--- config.mk ---
export PLATFORM = sky130hd
export DESIGN_NAME = mat_frame_ctrl
export DESIGN_NICKNAME = d
export VERILOG_FILES = /design/src/rtl/mat_frame_ctrl.sv
export SDC_FILE = /design/constraint.sdc
export NUM_CORES = 1
export LEC_CHECK = 0
export CAP_MARGIN = 20
export CORE_ASPECT_RATIO = 0.8
export CORE_MARGIN = 4
export CORE_UTILIZATION = 57
export DETAILED_ROUTE_END_ITERATION = 8
export PLACE_DENSITY = 0.86
export RECOVER_POWER = 50
export SYNTH_ARGS = -nofsm -noshare
export SYNTH_HDL_FRONTEND = slang
export SYNTH_SLANG_ARGS = --single-unit
--- constraint.sdc ---
create_clock -name clk -period 9.85 [get_ports clk]
set_clock_uncertainty 0.2 [all_clocks]
set_input_delay 1.4775 -clock clk [delete_from_list [all_inputs] [get_ports clk]]
set_output_delay 1.4775 -clock clk [all_outputs]
set_load 0.02 [all_outputs]
--- src/rtl/mat_frame_ctrl.sv ---
// Serial framing controller: parses A/B operand frames from the UART byte stream,
// starts the multiplier on a matched job pair and streams the framed result back.
// Optional build macro: MAT_FRAME_CSUM_EN (trailing XOR checksum byte per input frame).
module mat_frame_ctrl #(
  parameter int N           = 2,
  parameter int TIMEOUT_CYC = 1_000_000
) (
  input  logic              clk,
  input  logic              rst,
  input  logic [7:0]        rx_byte,
  input  logic              rx_valid,
  output logic [7:0]        tx_byte,
  output logic              tx_valid,
  input  logic              tx_ready,
  output logic [N*N*8-1:0]  mat_a,
  output logic [N*N*8-1:0]  mat_b,
  input  logic [N*N*8-1:0]  mat_c,
  output logic              mul_start,
  input  logic              mul_done,
  output logic [7:0]        job_id,
  output logic              err,
  output logic [1:0]        err_code,
  output logic              busy
);

  localparam int NE = N * N;
  localparam int IW = $clog2(NE);
  localparam int TW = $clog2(TIMEOUT_CYC);

  localparam logic [IW-1:0] LAST_IDX = IW'(NE - 1);
  localparam logic [TW-1:0] TMO_LAST = TW'(TIMEOUT_CYC - 1);

  localparam logic [7:0] SOF_BYTE = 8'hFF;
  localparam logic [7:0] TX_SOF   = 8'hFE;
  localparam logic [7:0] TYPE_A   = 8'h00;
  localparam logic [7:0] TYPE_B   = 8'h01;

  typedef enum logic [3:0] {
    S_IDLE, S_TYPE, S_JOB, S_DATA,
`ifdef MAT_FRAME_CSUM_EN
    S_CSUM,
`endif
    S_RUN, S_TX_HDR, S_TX_JOB, S_TX_DATA
  } state_t;

  typedef enum logic [1:0] {
    ERR_TIMEOUT = 2'd0,
    ERR_TYPE    = 2'd1,
    ERR_JOB     = 2'd2,
    ERR_CSUM    = 2'd3
  } err_t;

  state_t            state;
  logic [IW-1:0]     idx;
  logic [TW-1:0]     tmo_cnt;
  logic              a_loaded;
  logic              is_b;
  logic [7:0]        pending_job;
  logic [NE*8-1:0]   shadow;
  logic [NE*8-1:0]   shadow_wr;
  logic [NE*8-1:0]   commit_data;
  logic              in_frame;
  logic              commit;
`ifdef MAT_FRAME_CSUM_EN
  logic [7:0]        csum;
`endif

  // Shadow image with the current byte merged in, so a checksum-less frame can commit on its last byte.
  always_comb begin
    shadow_wr = shadow;
    shadow_wr[int'(idx) * 8 +: 8] = rx_byte;
  end

  always_comb begin
    in_frame = 1'b0;
    commit   = 1'b0;
`ifdef MAT_FRAME_CSUM_EN
    in_frame    = (state == S_TYPE) || (state == S_JOB) || (state == S_DATA) || (state == S_CSUM);
    commit      = rx_valid && (state == S_CSUM) && (rx_byte == csum);
    commit_data = shadow;
`else
    in_frame    = (state == S_TYPE) || (state == S_JOB) || (state == S_DATA);
    commit      = rx_valid && (state == S_DATA) && (idx == LAST_IDX);
    commit_data = shadow_wr;
`endif
  end

  // NOTE: frame staging registers carry no reset; each is written before any commit can read it,
  // and keeping them off the reset net lets them map to plain enabled flops.
  always_ff @(posedge clk) begin
    if (rx_valid) begin
      case (state)
        S_TYPE: begin
          is_b <= rx_byte[0];
`ifdef MAT_FRAME_CSUM_EN
          csum <= rx_byte;
`endif
        end
        S_JOB: begin
          pending_job <= rx_byte;
`ifdef MAT_FRAME_CSUM_EN
          csum <= csum ^ rx_byte;
`endif
        end
        S_DATA: begin
          shadow <= shadow_wr;
`ifdef MAT_FRAME_CSUM_EN
          csum <= csum ^ rx_byte;
`endif
        end
        default: ;
      endcase
    end
  end

  // NOTE: all sequential state uses non-blocking assignments so every register sees pre-edge values.
  always_ff @(posedge clk or posedge rst) begin
    if (rst) begin
      state     <= S_IDLE;
      idx       <= '0;
      tmo_cnt   <= '0;
      a_loaded  <= 1'b0;
      job_id    <= '0;
      mat_a     <= '0;
      mat_b     <= '0;
      mul_start <= 1'b0;
      busy      <= 1'b0;
      tx_byte   <= '0;
      tx_valid  <= 1'b0;
      err       <= 1'b0;
      err_code  <= '0;
    end else begin
      err       <= 1'b0;
      mul_start <= 1'b0;

      // Inter-byte watchdog, only armed while a frame is being parsed.
      if (rx_valid) begin
        tmo_cnt <= '0;
      end else if (in_frame) begin
        if (tmo_cnt == TMO_LAST) begin
          err      <= 1'b1;
          err_code <= ERR_TIMEOUT;
          state    <= S_IDLE;
        end else begin
          tmo_cnt <= tmo_cnt + 1'b1;
        end
      end

      case (state)
        S_IDLE: begin
          if (rx_valid && rx_byte == SOF_BYTE) state <= S_TYPE;
        end
        S_TYPE: begin
          if (rx_valid) begin
            if (rx_byte == TYPE_A || rx_byte == TYPE_B) begin
              state <= S_JOB;
            end else begin
              err      <= 1'b1;
              err_code <= ERR_TYPE;
              state    <= S_IDLE;
            end
          end
        end
        S_JOB: begin
          if (rx_valid) begin
            if (is_b && (!a_loaded || rx_byte != job_id)) begin
              err      <= 1'b1;
              err_code <= ERR_JOB;
              state    <= S_IDLE;
            end else begin
              idx   <= '0;
              state <= S_DATA;
            end
          end
        end
        S_DATA: begin
          if (rx_valid) begin
            if (idx != LAST_IDX) idx <= idx + 1'b1;
`ifdef MAT_FRAME_CSUM_EN
            else state <= S_CSUM;
`endif
          end
        end
`ifdef MAT_FRAME_CSUM_EN
        S_CSUM: begin
          if (rx_valid && rx_byte != csum) begin
            err      <= 1'b1;
            err_code <= ERR_CSUM;
            state    <= S_IDLE;
          end
        end
`endif
        S_RUN: begin
          // A done coincident with our own start pulse belongs to an earlier job.
          if (mul_done && !mul_start) begin
            tx_byte  <= TX_SOF;
            tx_valid <= 1'b1;
            state    <= S_TX_HDR;
          end
        end
        S_TX_HDR: begin
          if (tx_ready) begin
            tx_byte <= job_id;
            state   <= S_TX_JOB;
          end
        end
        S_TX_JOB: begin
          if (tx_ready) begin
            tx_byte <= mat_c[7:0];
            idx     <= '0;
            state   <= S_TX_DATA;
          end
        end
        S_TX_DATA: begin
          if (tx_ready) begin
            if (idx == LAST_IDX) begin
              tx_valid <= 1'b0;
              busy     <= 1'b0;
              state    <= S_IDLE;
            end else begin
              idx     <= idx + 1'b1;
              tx_byte <= mat_c[(int'(idx) + 1) * 8 +: 8];
            end
          end
        end
        default: state <= S_IDLE;
      endcase

      if (commit) begin
        if (is_b) begin
          mat_b     <= commit_data;
          a_loaded  <= 1'b0;
          mul_start <= 1'b1;
          busy      <= 1'b1;
          state     <= S_RUN;
        end else begin
          mat_a    <= commit_data;
          job_id   <= pending_job;
          a_loaded <= 1'b1;
          state    <= S_IDLE;
        end
      end
    end
  end

endmodule

==> flow_summary.yaml <==
routing:
  via_per_inst: 5.90
  vias: 5908
  drc_errors: 0
  drt_iter0_drc: 557
  wl_per_cell_um: 19.8
  dr.pass1.iters: 8
  wirelength_um: 19800
  ant_nets: 0
power:
  power_frac_comb_pct: 6.6
  power.net_switching_w: 0.000324
  p_leak_nw: 3.80
  power_w: 0.00143
  internal_power_w: 0.00111
  p_seq_share_pct: 46.6
  p_clk_share_pct: 46.9
  switching_share_pct: 22.7
  vdd_drop_max_mv: 0.119
  cellPowerDensity_nw_per_um2: 156
logic_synthesis:
  async_flop_share_pct: 73.4
  ys_seq_area_share_pct: 56.9
  yosys_warnings: 0
  avgSynthCellArea_um2: 10.1
  synth-edff-count: 41
  synth.distinct_cells: 58
  synth_cells: 703
  syn_area_um2: 7130
  syn-num-nets: 755
  ys_ff_latch: 154
  ys.flop_type: "dfrtp_1"
global_route:
  grt_usage_pct: 27.8
  grt_pass1_vias: 5903
  grt_pass1_wl_um: 31100
  grt_max_degree: 87
  overflow: 0
  antenna_found_initial: 0
min_path:
  hold_class: "flip-flop to flip-flop"
  hold_depth: 2
cells_and_area:
  n_fill_cell: 767
  seqCellArea_um2: 4060
  layout_common_cells: "clkdlybuf4s50_1 (118), dfrtp_1 (113), nand2_1 (88), o21ai_0 (80), a21oi_1 (64)"
  drive_above_1_share_pct: 7.83
  diodes: 0
  nNetsFinal: 869
  multiInputGateArea_um2: 2720
  areaGrowthSynthToFinish_pct: 28.5
  final_common_cell: "clkdlybuf4s50_1"
timing:
  layout_worst_path_cycle_share_pct: 47.7
  min_period_ns: 4.69
  slew_headroom_pct: -51.0
  tns_ns: 0
  worstMarginPinSlew_ns: 2.27
  hold_violations: 0
  setup_viol: 0
  max_clock_freq_mhz: 213
  rsz0062_at_grt: "false"
  maxSlewViolCount: 73
cts:
  numCtsBuffers: 17
  clockBufferDepth: 2
  cts_resized: 0
  worstSkewPairLatency_ns: 0.42
  root_buffer: "clkbuf_16"
  clkTransAtPathRegs_ns: 0.06
  htree_num_levels: 4
  cts_tree: "built"
  cts_hold_buffers: 0
  numClockSinks: 154
  post_cts_buffers: 0
placed_design:
  place_congestion: 0.908
  port_buffers: 130
  hpwlAfterDp_um: 13300
critical_path:
  setup.worst_path.end: "shadow[19]"
  critPathMaxFanout: 33
  cp.arrival_ns: 4.51
  timing.rr.start: "idx[0]"
  ff2ff_path_depth: 5
  regToRegSetupSlack_ns: 6.75
  crit_type: "input pin to flip-flop"
  crit_path_start_kind: "input pin"
  required_ns: 9.67
  r2r-end: "mat_b[5]"
  end_kind: "flip-flop"
  crit_start: "rx_valid"
outcome:
  status: "finished with violations"
  violations: "max-capacitance violations, max-slew violations"
floorplanning:
  io_pins: 131
  num_rows: 36
  start_util_pct: 58.4
  die_area_um2: 14400
  fp.dieW_um: 133
  die_y_um: 108
  core-area_um2: 12200
run:
  cap_violations: 2
==> area by class of cell <==
class	instances	area share [%]
Sequential cell	154	44.3
Multi-Input combinational cell	460	29.7
Timing Repair Buffer	139	15.2
Clock buffer	19	4.83
Tap cell	171	2.33
Inverter	45	1.86
Clock inverter	13	1.81
==> state kept, by name, summed over array words and instances, names as in the netlist <==
name and count:
a_loaded 1, busy 1, err 1, err_code 2, idx 2, is_b 1
job_id 8, mat_a 32, mat_b 32, mul_start 1, pending_job 8, shadow 32
state 4, tmo_cnt 20, tx_byte 8, tx_valid 1
==> worst max-delay path, cell delays in order <==
cell           delay [ns]
dlygate4sd3_1        0.52
clkbuf_1             0.98
and3_1               0.30
clkbuf_1             1.23
==> per-stage QoR <==
stage	std cells	hold WS (ns)	util, %	instance area (µm²)	worst slack, ns
2_1_floorplan	703	0.255	-	7130	5.19
3_3_place_gp	964	0.257	69.6	8500	5.72
3_5_place_dp	966	0.270	69.8	8520	5.80
4_1_cts	998	0.286	74.8	9130	6.18
5_1_grt	1001	0.293	75.1	9170	4.71
6_report	1001	0.281	75.1	9170	5.16
==> metal layers <==
layer / global-route usage [%] / part of all wire [%] / up-vias
li1: - / - / 2672
met1: 37.6 / 42 / 2857
met2: 43.9 / 47 / 322
met3: 6.98 / 7.9 / 57
met4: 10.7 / 2.9 / 0
met5: 0 / 0 / -
==> power groups by stage <==
stage / clock network (W) / logic [W] / registers [W]
after floorplan: 0 / 0.0000425 / 0.000682
after global placement: 0 / 0.0000884 / 0.000678
after detailed placement: 0 / 0.0000921 / 0.000678
after CTS: 0.000674 / 0.0000934 / 0.000666
after global routing: 0.000710 / 0.000101 / 0.000667
final: 0.000671 / 0.0000942 / 0.000666
==> logic make-up after synthesis <==
| logic type | synth area share [%] |
|---|---|
| other cells | 0.0526 |
| buf+inv | 4.98 |
| xor+xnor | 1.96 |
| mux | 3.60 |
| compound gates | 15.6 |
| flops | 56.9 |
| simple gates | 15.7 |
| fa+ha+maj | 1.23 |
==> cell usage after synthesis (2+ instances only) <==
library cell    n  area share, %
a22oi_1         7           0.74
buf_6           2           0.32
or3_1           4           0.35
a21oi_1        64            4.5
buf_2           4           0.28
clkbuf_1       36            1.9
nand3b_1        2           0.21
nand2_1        88            4.6
dfrtp_1       113             40
nand3_1         7           0.49
and2_1          2           0.18
mux2_2         19            3.0
o2bb2ai_1       8           0.98
o21ai_0        80            5.6
or4_1           4           0.42
and4b_1         2           0.28
mux2_1          2           0.32
o41a_1          2           0.32
a311oi_1        2           0.25
a211oi_1        4           0.42
nor4b_1         2           0.25
clkinv_1        2           0.11
nor3_1          6           0.42
and4_1          2           0.25
nand4_1         9           0.79
xnor2_1        14            1.7
ha_1            7            1.2
a221oi_1        2           0.25
a31o_2          2           0.25
xor2_1          2           0.25
inv_1          43            2.3
mux2i_1         2           0.28
nor2b_1        39            3.4
edfxtp_1       41             17
o31ai_1         4           0.42
a2111oi_0       3           0.37
nor2_1         39            2.1
nand2b_1        3           0.26
and3_1          7           0.61
o211ai_1        4           0.42
==> how the worst min path moves through the flow <==
stage,endpoint,start
after floorplan,job_id[0],pending_job[0]
after global placement,job_id[6],pending_job[6]
after detailed placement,mat_a[20],mat_a[20]
after CTS,job_id[4],pending_job[4]
after global routing,busy,busy
final,busy,busy
No activity file was read; power rests on OpenSTA's default activity.
